### src/rtl/freq_div_pkg.sv
// Shared types and constants for the programmable clock divider.
// Holds the run-state encoding and the smallest divisor the counter supports.
package freq_div_pkg;

   typedef enum logic [1:0] {
      IDLE  = 2'd0,
      RUN   = 2'd1,
      DRAIN = 2'd2
   } state_t;

   localparam int MIN_DIV = 2;

endpackage

### src/rtl/div_ratio_shadow.sv
// Divisor shadow register: holds a requested divisor until the next period boundary.
// Also owns the in-effect divisor and flags illegal requests.
module div_ratio_shadow
   import freq_div_pkg::*;
#(
   parameter int DIV_W     = 8,
   parameter int DIV_RESET = 6
)
(
   input  logic             clk,
   input  logic             rst,
   input  logic             div_load,
   input  logic [DIV_W-1:0] div_val,
   input  logic             apply,
   output logic [DIV_W-1:0] cur_div,
   output logic             div_err
);

   logic [DIV_W-1:0] pending;
   logic             pend_valid;
   logic             legal;
   logic             load_ok;

   assign legal   = (div_val >= DIV_W'(MIN_DIV));
   assign load_ok = div_load & legal;

   // A load coinciding with apply wins over an older pending value.
   always_ff @(posedge clk or posedge rst) begin
      if (rst) begin
         pending    <= '0;
         pend_valid <= 1'b0;
         cur_div    <= DIV_W'(DIV_RESET);
         div_err    <= 1'b0;
      end else begin
         div_err <= div_load & ~legal;
         if (apply) begin
            if (load_ok) begin
               cur_div <= div_val;
            end else if (pend_valid) begin
               cur_div <= pending;
            end
            pend_valid <= 1'b0;
         end else if (load_ok) begin
            pending    <= div_val;
            pend_valid <= 1'b1;
         end
      end
   end

endmodule

### src/rtl/prog_clock_divider.sv
// Runtime-programmable integer clock divider with glitch-free start/stop.
// clk_out is high for cur_div>>1 cycles of each cur_div-cycle period; tick marks each rise.
module prog_clock_divider
   import freq_div_pkg::*;
#(
   parameter int DIV_W     = 8,
   parameter int DIV_RESET = 6
)
(
   input  logic             clk,
   input  logic             rst,
   input  logic             en,
   input  logic             div_load,
   input  logic [DIV_W-1:0] div_val,
   output logic             clk_out,
   output logic             tick,
   output logic             busy,
   output logic [DIV_W-1:0] cur_div,
   output logic             div_err,
   output state_t           fsm_state
);

   // Handshake: en is a level request sampled every edge; div_load is a one-cycle
   // strobe qualifying div_val. There is no back-pressure on either input.

   state_t           state;
   state_t           next_state;
   logic [DIV_W-1:0] count;
   logic [DIV_W-1:0] count_d;
   logic [DIV_W-1:0] cnt_inc;
   logic [DIV_W-1:0] hi;
   logic [DIV_W-1:0] last;
   logic             wrap;
   logic             apply;
   logic             clk_out_d;
   logic             tick_d;

   assign hi      = cur_div >> 1;
   assign last    = cur_div - DIV_W'(1);
   assign cnt_inc = count + DIV_W'(1);
   assign wrap    = (state != IDLE) && (count == last);
   // IDLE applies loads immediately; running states only at the period boundary.
   assign apply   = (state == IDLE) || wrap;

   div_ratio_shadow #(
      .DIV_W     (DIV_W),
      .DIV_RESET (DIV_RESET)
   ) u_shadow (
      .clk      (clk),
      .rst      (rst),
      .div_load (div_load),
      .div_val  (div_val),
      .apply    (apply),
      .cur_div  (cur_div),
      .div_err  (div_err)
   );

   always_ff @(posedge clk or posedge rst) begin
      if (rst) begin
         state <= IDLE;
      end else begin
         state <= next_state;
      end
   end

   always_comb begin
      next_state = state;
      case (state)
         IDLE:    if (en) next_state = RUN;
         RUN:     if (!en) next_state = DRAIN;
         DRAIN: begin
            if (en) begin
               next_state = RUN;
            end else if (wrap) begin
               next_state = IDLE;
            end
         end
         default: next_state = IDLE;
      endcase
   end

   // A draining divider only stops at a wrap, so the final period is never cut short.
   always_comb begin
      count_d   = '0;
      clk_out_d = 1'b0;
      tick_d    = 1'b0;
      case (state)
         IDLE: begin
            if (en) begin
               clk_out_d = 1'b1;
               tick_d    = 1'b1;
            end
         end
         RUN, DRAIN: begin
            if (wrap) begin
               if ((state == RUN) || en) begin
                  clk_out_d = 1'b1;
                  tick_d    = 1'b1;
               end
            end else begin
               count_d   = cnt_inc;
               clk_out_d = (cnt_inc < hi);
            end
         end
         default: begin
            count_d   = '0;
            clk_out_d = 1'b0;
            tick_d    = 1'b0;
         end
      endcase
   end

   always_ff @(posedge clk or posedge rst) begin
      if (rst) begin
         count   <= '0;
         clk_out <= 1'b0;
         tick    <= 1'b0;
      end else begin
         count   <= count_d;
         clk_out <= clk_out_d;
         tick    <= tick_d;
      end
   end

   assign busy      = (state != IDLE);
   assign fsm_state = state;

endmodule

### config.mk
export PLATFORM = sky130hd
export DESIGN_NAME = prog_clock_divider
export DESIGN_NICKNAME = d
export VERILOG_FILES = /design/src/rtl/freq_div_pkg.sv /design/src/rtl/div_ratio_shadow.sv /design/src/rtl/prog_clock_divider.sv
export SDC_FILE = /design/constraint.sdc
export NUM_CORES = 1
export LEC_CHECK = 0
export BUFFER_PORTS_ARGS = -buffer_cell sky130_fd_sc_hd__buf_2
export CELL_PAD_IN_SITES_DETAIL_PLACEMENT = 1
export CELL_PAD_IN_SITES_GLOBAL_PLACEMENT = 1
export CORE_MARGIN = 2
export CORE_UTILIZATION = 44
export DETAILED_ROUTE_END_ITERATION = 10
export PLACE_DENSITY = 0.89
export SYNTH_ARGS = -nofsm -noshare
export SYNTH_HDL_FRONTEND = slang
export SYNTH_SLANG_ARGS = --single-unit
### constraint.sdc
create_clock -name clk -period 2.4 [get_ports clk]
set_input_delay 0.24 -clock clk [delete_from_list [all_inputs] [get_ports clk]]
set_output_delay 0.24 -clock clk [all_outputs]
set_load 0.01 [all_outputs]
==> flow_summary_export.csv, run 1 <==
group,metric,value,unit
setup_path,cp-end-kind,"register",
detailed_routing,postRouteAntennaNets,0,
power,p_switching,1256,µW
placed_design,dp_hpwl,3.481,mm
clock_network,cts_buffer_depth,2,
final_layout,area_growth,17.37,%
setup_path,critPathMaxFanout,8,
power,seqPwrFrac,33.3,%
timing,final_max_slew_viol_count,0,
worst_hold_path,min_path_type,"input pin to asynchronous set/reset pin",
timing,fin_crit_sh,94.45,%
power,p_per_area,1309,nW/µm²
timing,fin_ws,0.1333,ns
global_routing,grt_pass1_wl,8.114,mm
timing,rsz0062_at_grt,"no",
logic_synthesis,synth_fp_nets,200,
detailed_routing,drtIter0Drc,33,
timing,finalSetupTns,0,ns
final_layout,drive_above_1_share,27.75,%
power,swShare,44.35,%
timing,relSlewSlack,50.61,%
detailed_routing,via_count,1497,
placed_design,placed_area,2034,µm²
status,status,"completed",
power,peakVddDrop,0.6905,mV
clock_network,cts_sinks,30,
logic_synthesis,synth.avg_cell_area,10.48,µm²
setup_path,critPathBufInv,1,
final_layout,mostFrequentLayoutCells,"dfrtp_1, buf_2, inv_1, nor2_1, xnor2_1",
detailed_routing,drc,0,
floorplanning,fp-row-count,23,
detailed_routing,wl,4.876,mm
clock_network,htree_levels,2,
final_layout,instances_no_fill,259,
floorplanning,die_x,68.74,µm
setup_path,cp_data_required_time,2.58,ns
logic_synthesis,synth_top_area_cell,"dfrtp_1",
flow_run,maxCapViolCount,0,
setup_path,path_class,"register to register",
floorplanning,ios,26,
logic_synthesis,async_reset_ff_share,100.0,%
detailed_routing,vias_per_cell,5.780,
floorplanning,start_util,45.78,%
timing,final-setup-viol-count,0,
logic_synthesis,synthCells,176,
clock_network,clk_latency,0.30,ns
logic_synthesis,ys.flop_type,"dfrtp_1",
logic_synthesis,ys.warnings.count,0,
power,p_clk_share,15.3,%
placed_design,place_ws,0.02355,ns
clock_network,hold_buffers,0,
power,leakage,0.001015,µW
logic_synthesis,synth_top_area_share,37.99,%
power,p_int,1577,µW
final_layout,final_area,2165,µm²
setup_path,critical-path-top-delay-family,"compound AO/OA/AOI/OAI gates",
global_routing,antenna_found_initial,0,
setup_path,worstPathArrival,2.44,ns
timing,skew,0.009031,ns
logic_synthesis,ys_ff_latch,30,
global_routing,first_global_vias,1620,
logic_synthesis,synth_edf_count,0,
clock_network,clk_pin_slew_worst_paths,0.07,ns
logic_synthesis,ys_seq_area_share,40.84,%
detailed_routing,drt_pre_antenna_iters,4,
detailed_routing,wl_per_cell,18.83,µm
setup_path,crit_path_cell_trace,"inv_1, ha_2, nand2_1, o41ai_4, o2111ai_4, nand4_4, mux2_2",
clock_network,cts_buffers,5,
timing,final_hold_viol_count,0,
placed_design,gp_congestion,0.8064,
setup_path,critical_path.max_stage_delay,0.44,ns
placed_design,placed_cells,251,
logic_synthesis,synth_area,1844,µm²
logic_synthesis,synth_area_leaders,"dfrtp_1, ha_1, xnor2_1",
floorplanning,core,4029,µm²
clock_network,cts-root-buf,"clkbuf_8",
power,p_comb_share,51.4,%
setup_path,critPathLaunchType,"register",
floorplanning,die_h,68.74,µm
global_routing,grt_max_degree,20,
placed_design,port_buffers,25,
clock_network,cts_tree,"built",
global_routing,track_usage,24.27,%
global_routing,grt_overflow_total,0,
timing,fin_crit,2.267,ns
logic_synthesis,synth_cell_type_count,47,
final_layout,layout.cells.most_common,"dfrtp_1",
floorplanning,die_area,4725,µm²
setup_path,cp_slowest_cell,"dfrtp_1",
timing,fmax,0.4412,GHz
final_layout,n_antenna_cell,0,
timing,worstMarginPinSlew,0.7401,ns
final_layout,nNetsFinal,232,
-- metal layers --
| metal | up-vias | track usage, % | wire length, µm |
|---|---|---|---|
| li1 | 692 | - | - |
| met1 | 755 | 29.27 | 1997 |
| met2 | 41 | 41.71 | 2582 |
| met3 | 9 | 5.844 | 194 |
| met4 | 0 | 9.559 | 102 |
| met5 | - | 0 | 0 |
-- stage by stage --
step / hold slack, ns / power, µW / utilization (%)
after global placement: 0.3878 / 2195 / 50.50
after floorplan: 0.3293 / 1851 / -
after CTS: 0.07792 / 2820 / 53.39
after global routing: 0.1229 / 3023 / 53.73
final: 0.05556 / 2833 / 53.73
after detailed placement: 0.4001 / 2298 / 50.50
-- Yosys cell counts (2+ instances only) --
library cell and number:
clkbuf_1 2, o22ai_1 3, nor2b_1 7, dfstp_2 2
o21ai_0 3, a32o_1 3, or4_1 2, xnor2_1 12
buf_6 2, dfrtp_1 28, nand3_1 5, nor2_1 12
a22oi_1 3, a21oi_1 5, ha_1 12, nand2_1 10
xor2_1 4, inv_1 17, and3_1 2, o22a_1 9
mux2_2 5, o21bai_1 2, nor3_1 2
-- final cells by class --
| type | count | area, µm² |
|---|---|---|
| Fill cell | 480 | 1864 |
| Multi-Input combinational cell | 124 | 1031 |
| Sequential cell | 30 | 753.2 |
| Timing Repair Buffer | 30 | 162.7 |
| Clock buffer | 7 | 86.33 |
| Inverter | 17 | 63.81 |
| Tap cell | 50 | 62.56 |
| Clock inverter | 1 | 5.005 |
-- worst paths after layout --
kind | from | endpoint | slack [ns] | cells past startpoint
min in group clk | div_val[0] | u_shadow.pending[0] | 0.19 | 2
setup reg to reg | u_shadow.cur_div[0] | u_shadow.pending[4] | 0.13 | 7
hold / removal | rst | count[1] | 0.06 | 2
hold reg to reg | u_shadow.pending[3] | u_shadow.pending[3] | 0.50 | 1
max in group asynchronous | rst | fsm_state[1] | 1.69 | 3
setup / recovery | u_shadow.cur_div[0] | u_shadow.pending[4] | 0.13 | 7
-- repair_timing --
action | 4_1_cts | 5_1_grt
buffers inserted | 0 | 0
resized for setup | 3 | 3
gates cloned | 0 | 0
pin swaps | 1 | 1
endpoints found under the setup margin | 28 | 9
-- registers in the layout, indices dropped and copies added, names as in the netlist --
name                 cells
u_shadow.pending         8
u_shadow.cur_div         8
u_shadow.div_err         1
fsm_state                2
clk_out                  1
tick                     1
u_shadow.pend_valid      1
count                    8
-- worst register-to-register path, stage by stage, from the launching register on --
cell       delay [ns]
dfrtp_1          0.44
inv_1            0.11
ha_2             0.24
nand2_1          0.12
o41ai_4          0.37
o2111ai_4        0.26
nand4_4          0.24
mux2_2           0.37
-- power groups by stage --
| stage | sequential, µW | clock (µW) | combinational, µW |
|---|---|---|---|
| after global routing | 972 | 458 | 1590 |
| after global placement | 916 | 0 | 1280 |
| after detailed placement | 933 | 0 | 1360 |
| after floorplan | 927 | 0 | 924 |
| final | 944 | 434 | 1460 |
| after CTS | 934 | 440 | 1450 |
-- cells by family (layout without fill, tap and decap cells) --
logic type	Yosys count	after routing	synth area share, %
buf+inv	22	55	5.359
mux	5	5	3.053
compound gates	42	42	19.40
flops	30	30	40.84
fa+ha+maj	12	12	8.141
simple gates	49	49	15.60
xor+xnor	16	16	7.598
Power figures use the tool's default switching activity.
==> run 2, diff against run 1 <==
BUFFER_PORTS_ARGS = default   (was -buffer_cell sky130_fd_sc_hd__buf_2)
CORE_UTILIZATION = 49   (was 44)
DONT_BUFFER_PORTS = 1   (was default)
GPL_TIMING_DRIVEN = 0   (was default)
PLACE_DENSITY = 0.8   (was 0.89)
==> flow_summary_export.csv, run 2 (synthesis results as in run 1) <==
group,metric,value,unit
floorplanning,fp-row-count,22,
global_routing,antenna_found_initial,0,
clock_network,cts_buffers,5,
clock_network,cts_buffer_depth,2,
timing,rsz0062_at_grt,"yes",
timing,worstMarginPinSlew,1.096,ns
setup_path,r2r_slack,0.13,ns
detailed_routing,postRouteAntennaNets,0,
floorplanning,die_x,65.35,µm
clock_network,clk_pin_slew_worst_paths,0.07,ns
timing,fin_crit,2.266,ns
power,finalPower,2574,µW
detailed_routing,wl_per_cell,17.58,µm
placed_design,gp_congestion,0.7927,
final_layout,area_growth,9.634,%
floorplanning,die_area,4271,µm²
global_routing,grt_max_degree,31,
detailed_routing,wl,4.096,mm
flow_run,maxCapViolCount,0,
timing,final-setup-viol-count,0,
setup_path,cp_data_required_time,2.55,ns
setup_path,critical_path.max_stage_delay,0.60,ns
timing,fin_ws,0.1343,ns
setup_path,cp_slowest_cell,"dfstp_2",
clock_network,cts_tree,"built",
final_layout,final_area,2022,µm²
clock_network,cts_sinks,30,
clock_network,clk_latency,0.28,ns
detailed_routing,vias_per_cell,5.906,
timing,skew,0.007165,ns
timing,final_max_slew_viol_count,0,
timing,fmax,0.4414,GHz
timing,fin_crit_sh,94.41,%
placed_design,dp_hpwl,3.197,mm
global_routing,first_global_vias,1509,
final_layout,mostFrequentLayoutCells,"dfrtp_1, inv_1, nor2_1, xnor2_1, ha_1",
final_layout,layout.cells.most_common,"dfrtp_1",
floorplanning,die_h,65.35,µm
status,status,"completed",
detailed_routing,drc,0,
detailed_routing,drtIter0Drc,44,
final_layout,n_antenna_cell,0,
setup_path,path_class,"register to register",
setup_path,critical-path-top-delay-family,"compound AO/OA/AOI/OAI gates",
setup_path,crit_path_cell_trace,"inv_1, ha_1, xor2_1, o221ai_1, o41ai_2, o2111ai_4, o21ai_2, o22ai_2",
floorplanning,ios,26,
placed_design,placed_cells,224,
floorplanning,core,3633,µm²
detailed_routing,via_count,1376,
final_layout,fillers,411,
power,peakVddDrop,0.7680,mV
final_layout,nNetsFinal,208,
power,leakage,0.0008967,µW
detailed_routing,drt_pre_antenna_iters,4,
setup_path,worstPathArrival,2.42,ns
global_routing,track_usage,21.55,%
final_layout,drive_above_1_share,16.76,%
global_routing,grt_pass1_wl,6.865,mm
timing,relSlewSlack,26.86,%
setup_path,cp-end-kind,"register",
final_layout,largestRegisters,"count: 8 flops, u_shadow.cur_div: 8 flops, u_shadow.pending: 8 flops",
clock_network,htree_levels,2,
final_layout,instances_no_fill,233,
floorplanning,start_util,50.76,%
setup_path,critPathMaxFanout,9,
power,p_per_area,1273,nW/µm²
placed_design,place_ws,-0.03249,ns
placed_design,port_buffers,0,
timing,final_hold_viol_count,0,
worst_hold_path,min_path_type,"input pin to register",
placed_design,placed_area,1904,µm²
global_routing,grt_overflow_total,0,
clock_network,cts-root-buf,"clkbuf_8",
setup_path,critPathLaunchType,"register",
setup_path,critPathBufInv,1,
==> run 2: cell count changes in the layout (fill, tap and decap cells not counted), moves of 2 or more <==
cell and delta:
buf_2 -24, buf_4 -4, clkbuf_1 +2, buf_6 +2
==> run 2: power by group <==
| group | total [µW] | switching, µW | leakage, µW | internal [µW] |
|---|---|---|---|---|
| sequential | 994 | 281 | 0.000374 | 713 |
| combinational | 1160 | 639 | 0.000475 | 518 |
| clock | 422 | 191 | 0.0000482 | 231 |
==> run 2: routing by layer <==
layer	track usage [%]	up-vias	routed length (µm)
li1	-	650	-
met1	24.23	700	1716
met2	38.27	19	2148
met3	6.849	7	148
met4	7.552	0	82
met5	0	-	0
==> run 2: what timing repair did <==
item                       CTS  global route
hold endpoints to repair     0             0
buffers inserted             0             1
hold buffers                 0             0
pin swaps                    0             2
resized for setup            2             1
setup endpoints to repair    6            13
==> run 2: final timing paths <==
kind,to,cells after the start,startpoint
setup / recovery,clk_out,8,u_shadow.cur_div[1]
hold / removal,fsm_state[1],1,en
setup reg to reg,clk_out,8,u_shadow.cur_div[1]
hold reg to reg,u_shadow.pending[5],1,u_shadow.pending[5]
max in group asynchronous,u_shadow.cur_div[3],1,rst
min in group asynchronous,u_shadow.pend_valid,1,rst
==> run 2: worst reg2reg max path, cell delays in order, from the launching register on <==
cell and delay [ns]:
dfstp_2 0.60, inv_1 0.06, ha_1 0.24, xor2_1 0.16, o221ai_1 0.15, o41ai_2 0.10, o2111ai_4 0.26, o21ai_2 0.43
o22ai_2 0.14
==> run 2: final cells by class <==
class / count / area [µm²] / area share (%)
Multi-Input combinational cell: 124 / 1011 / 50.00
Sequential cell: 30 / 753.2 / 37.25
Clock buffer: 7 / 86.33 / 4.270
Inverter: 17 / 63.81 / 3.156
Tap cell: 48 / 60.06 / 2.970
Buffer: 5 / 35.03 / 1.733
Timing Repair Buffer: 1 / 7.507 / 0.3713
Clock inverter: 1 / 5.005 / 0.2475
==> run 2: metrics by stage <==
| step | hold slack [ns] | TNS (ns) | util, % |
|---|---|---|---|
| final | 0.08977 | 0 | 55.65 |
| after global routing | 0.09398 | -0.02970 | 55.65 |
| after CTS | 0.09060 | 0 | 55.30 |
| after detailed placement | 0.3929 | -0.1735 | 52.41 |
| after global placement | 0.3925 | 0 | 52.41 |
| after floorplan | 0.3293 | 0 | - |
==> run 3, diff against run 2 <==
SETUP_SLACK_MARGIN = 0.3   (was default)
==> flow_summary_export.csv, run 3 (synthesis results as in run 1) <==
group,metric,value,unit
floorplanning,die_x,65.35,µm
worst_hold_path,min_from,"en",
setup_path,path_class,"register to register",
timing,rsz0062_at_grt,"yes",
placed_design,placed_area,1919,µm²
clock_network,htree_levels,2,
worst_hold_path,min_path_type,"input pin to register",
final_layout,drive_above_1_share,25.93,%
setup_path,cp-end-kind,"register",
global_routing,track_usage,25.61,%
setup_path,r2r-end,"u_shadow.cur_div[7]",
timing,fin_crit,2.253,ns
power,leakage,0.0009570,µW
flow_run,maxCapViolCount,0,
global_routing,grt_max_degree,31,
detailed_routing,drt_pre_antenna_iters,4,
clock_network,cts_buffers,5,
status,status,"completed",
setup_path,reg2reg_from,"u_shadow.cur_div[1]",
clock_network,cts_buffer_depth,2,
detailed_routing,vias_per_cell,6.034,
worst_hold_path,min_path_cells,1,
detailed_routing,drtIter0Drc,137,
timing,hold_ws,0.08691,ns
final_layout,nNetsFinal,212,
floorplanning,ios,26,
setup_path,critPathMaxFanout,8,
floorplanning,die_area,4271,µm²
timing,final_hold_viol_count,0,
power,peakVddDrop,0.7458,mV
final_layout,seq_area,755.7,µm²
detailed_routing,postRouteAntennaNets,0,
power,p_per_area,1354,nW/µm²
timing,fmax,0.4439,GHz
placed_design,dp_hpwl,3.222,mm
global_routing,grt_overflow_total,0,
floorplanning,core,3633,µm²
floorplanning,die_h,65.35,µm
detailed_routing,via_count,1430,
clock_network,clk_latency,0.29,ns
timing,skew,0.005244,ns
setup_path,r2r_slack,0.15,ns
setup_path,ff2ff_path_depth,9,
placed_design,gp_congestion,0.8059,
final_layout,final_area,2228,µm²
final_layout,fillers,379,
placed_design,port_buffers,0,
final_layout,layout.cells.most_common,"dfrtp_1",
final_layout,multi_input_area,1161,µm²
timing,fin_crit_sh,93.86,%
global_routing,first_global_vias,1580,
clock_network,hold_buffers,0,
detailed_routing,wl_per_cell,21.66,µm
floorplanning,start_util,50.76,%
clock_network,cts_tree,"built",
detailed_routing,drc,0,
timing,final-setup-viol-count,0,
worst_hold_path,hold_path_end,"fsm_state[1]",
global_routing,grt_pass1_wl,8.004,mm
final_layout,area_growth,20.83,%
floorplanning,fp-row-count,22,
timing,worstMarginPinSlew,1.153,ns
setup_path,worstPathArrival,2.40,ns
timing,relSlewSlack,23.06,%
global_routing,antenna_found_initial,0,
final_layout,mostFrequentLayoutCells,"dfrtp_1, inv_1, nor2_1, xnor2_1, ha_1",
clock_network,cts_sinks,30,
detailed_routing,wl,5.134,mm
final_layout,largestRegisters,"count: 8 flops, u_shadow.cur_div: 8 flops, u_shadow.pending: 8 flops",
timing,final_max_slew_viol_count,0,
final_layout,n_antenna_cell,0,
setup_path,critPathLaunchType,"register",
clock_network,cts-root-buf,"clkbuf_8",
setup_path,cp_data_required_time,2.55,ns
clock_network,clk_pin_slew_worst_paths,0.07,ns
## run 3: changes by cell type in the layout (fill, tap and decap cells not counted), moves of 2 or more
cell / delta
o21ai_4: +2
dfrtp_2: +2
buf_4: +2
dfrtp_1: -2
## run 3: routing by layer
layer / track usage (%) / routed length [µm] / up-vias
met5: 0 / 0 / -
met4: 10.68 / 65 / 0
met3: 4.966 / 114 / 6
met2: 46.05 / 2803 / 24
met1: 29.64 / 2150 / 745
li1: - / - / 655
## run 3: layout make-up
type,count,share of cell area (%)
repair buffers,4,2.302
inverters,17,2.864
multi-input cells,125,52.11
plain buffers,5,1.853
flip-flops and latches,30,33.91
well taps,48,2.695
clock inverters,2,0.5615
clock buffers,6,3.706
## run 3: worst max-delay path, cell delays in order, from the launching register on
cell and delay (ns):
dfstp_2 0.61, inv_2 0.07, ha_4 0.20, xor2_4 0.18, o221ai_4 0.13, o41ai_4 0.10, o2111ai_4 0.25, buf_6 0.19
a21oi_4 0.26, o22ai_2 0.13
## run 3: power breakdown
part	switching [µW]	total, µW	internal, µW	leakage, µW
sequential	316	1030	717	0.000372
combinational	859	1560	701	0.000538
clock	195	425	230	0.0000472
total	1370	3020	1650	0.000957
## run 3: timing repair
item                                    in CTS  in global routing
endpoints found under the setup margin      29                 29
pin swaps                                    8                 12
cloned                                       0                  2
setup buffers                                1                  2
resized for setup                           15                 13
## run 3: per-stage QoR
step / power [µW] / worst slack [ns] / utilization (%) / instances / TNS (ns)
final: 3018 / 0.1474 / 61.33 / 237 / 0
after detailed placement: 2164 / -0.03219 / 52.82 / 224 / -0.1323
after global placement: 2067 / 0.07383 / 52.82 / 224 / 0
after floorplan: 1875 / 0.3337 / - / 176 / 0
after global routing: 3202 / 0.05267 / 61.33 / 237 / 0
after CTS: 2756 / 0.1479 / 58.13 / 233 / 0
## run 3: worst max-delay path by stage
stage / from / to / slack [ns] / cells past startpoint
after global routing: u_shadow.cur_div[0] / u_shadow.cur_div[7] / 0.05 / 8
after global placement: u_shadow.cur_div[3] / clk_out / 0.07 / 6
after detailed placement: u_shadow.cur_div[3] / clk_out / -0.03 / 6
after CTS: u_shadow.cur_div[1] / u_shadow.pending[2] / 0.15 / 8
after floorplan: u_shadow.cur_div[1] / u_shadow.pending[0] / 0.33 / 8
final: u_shadow.cur_div[1] / u_shadow.cur_div[7] / 0.15 / 9
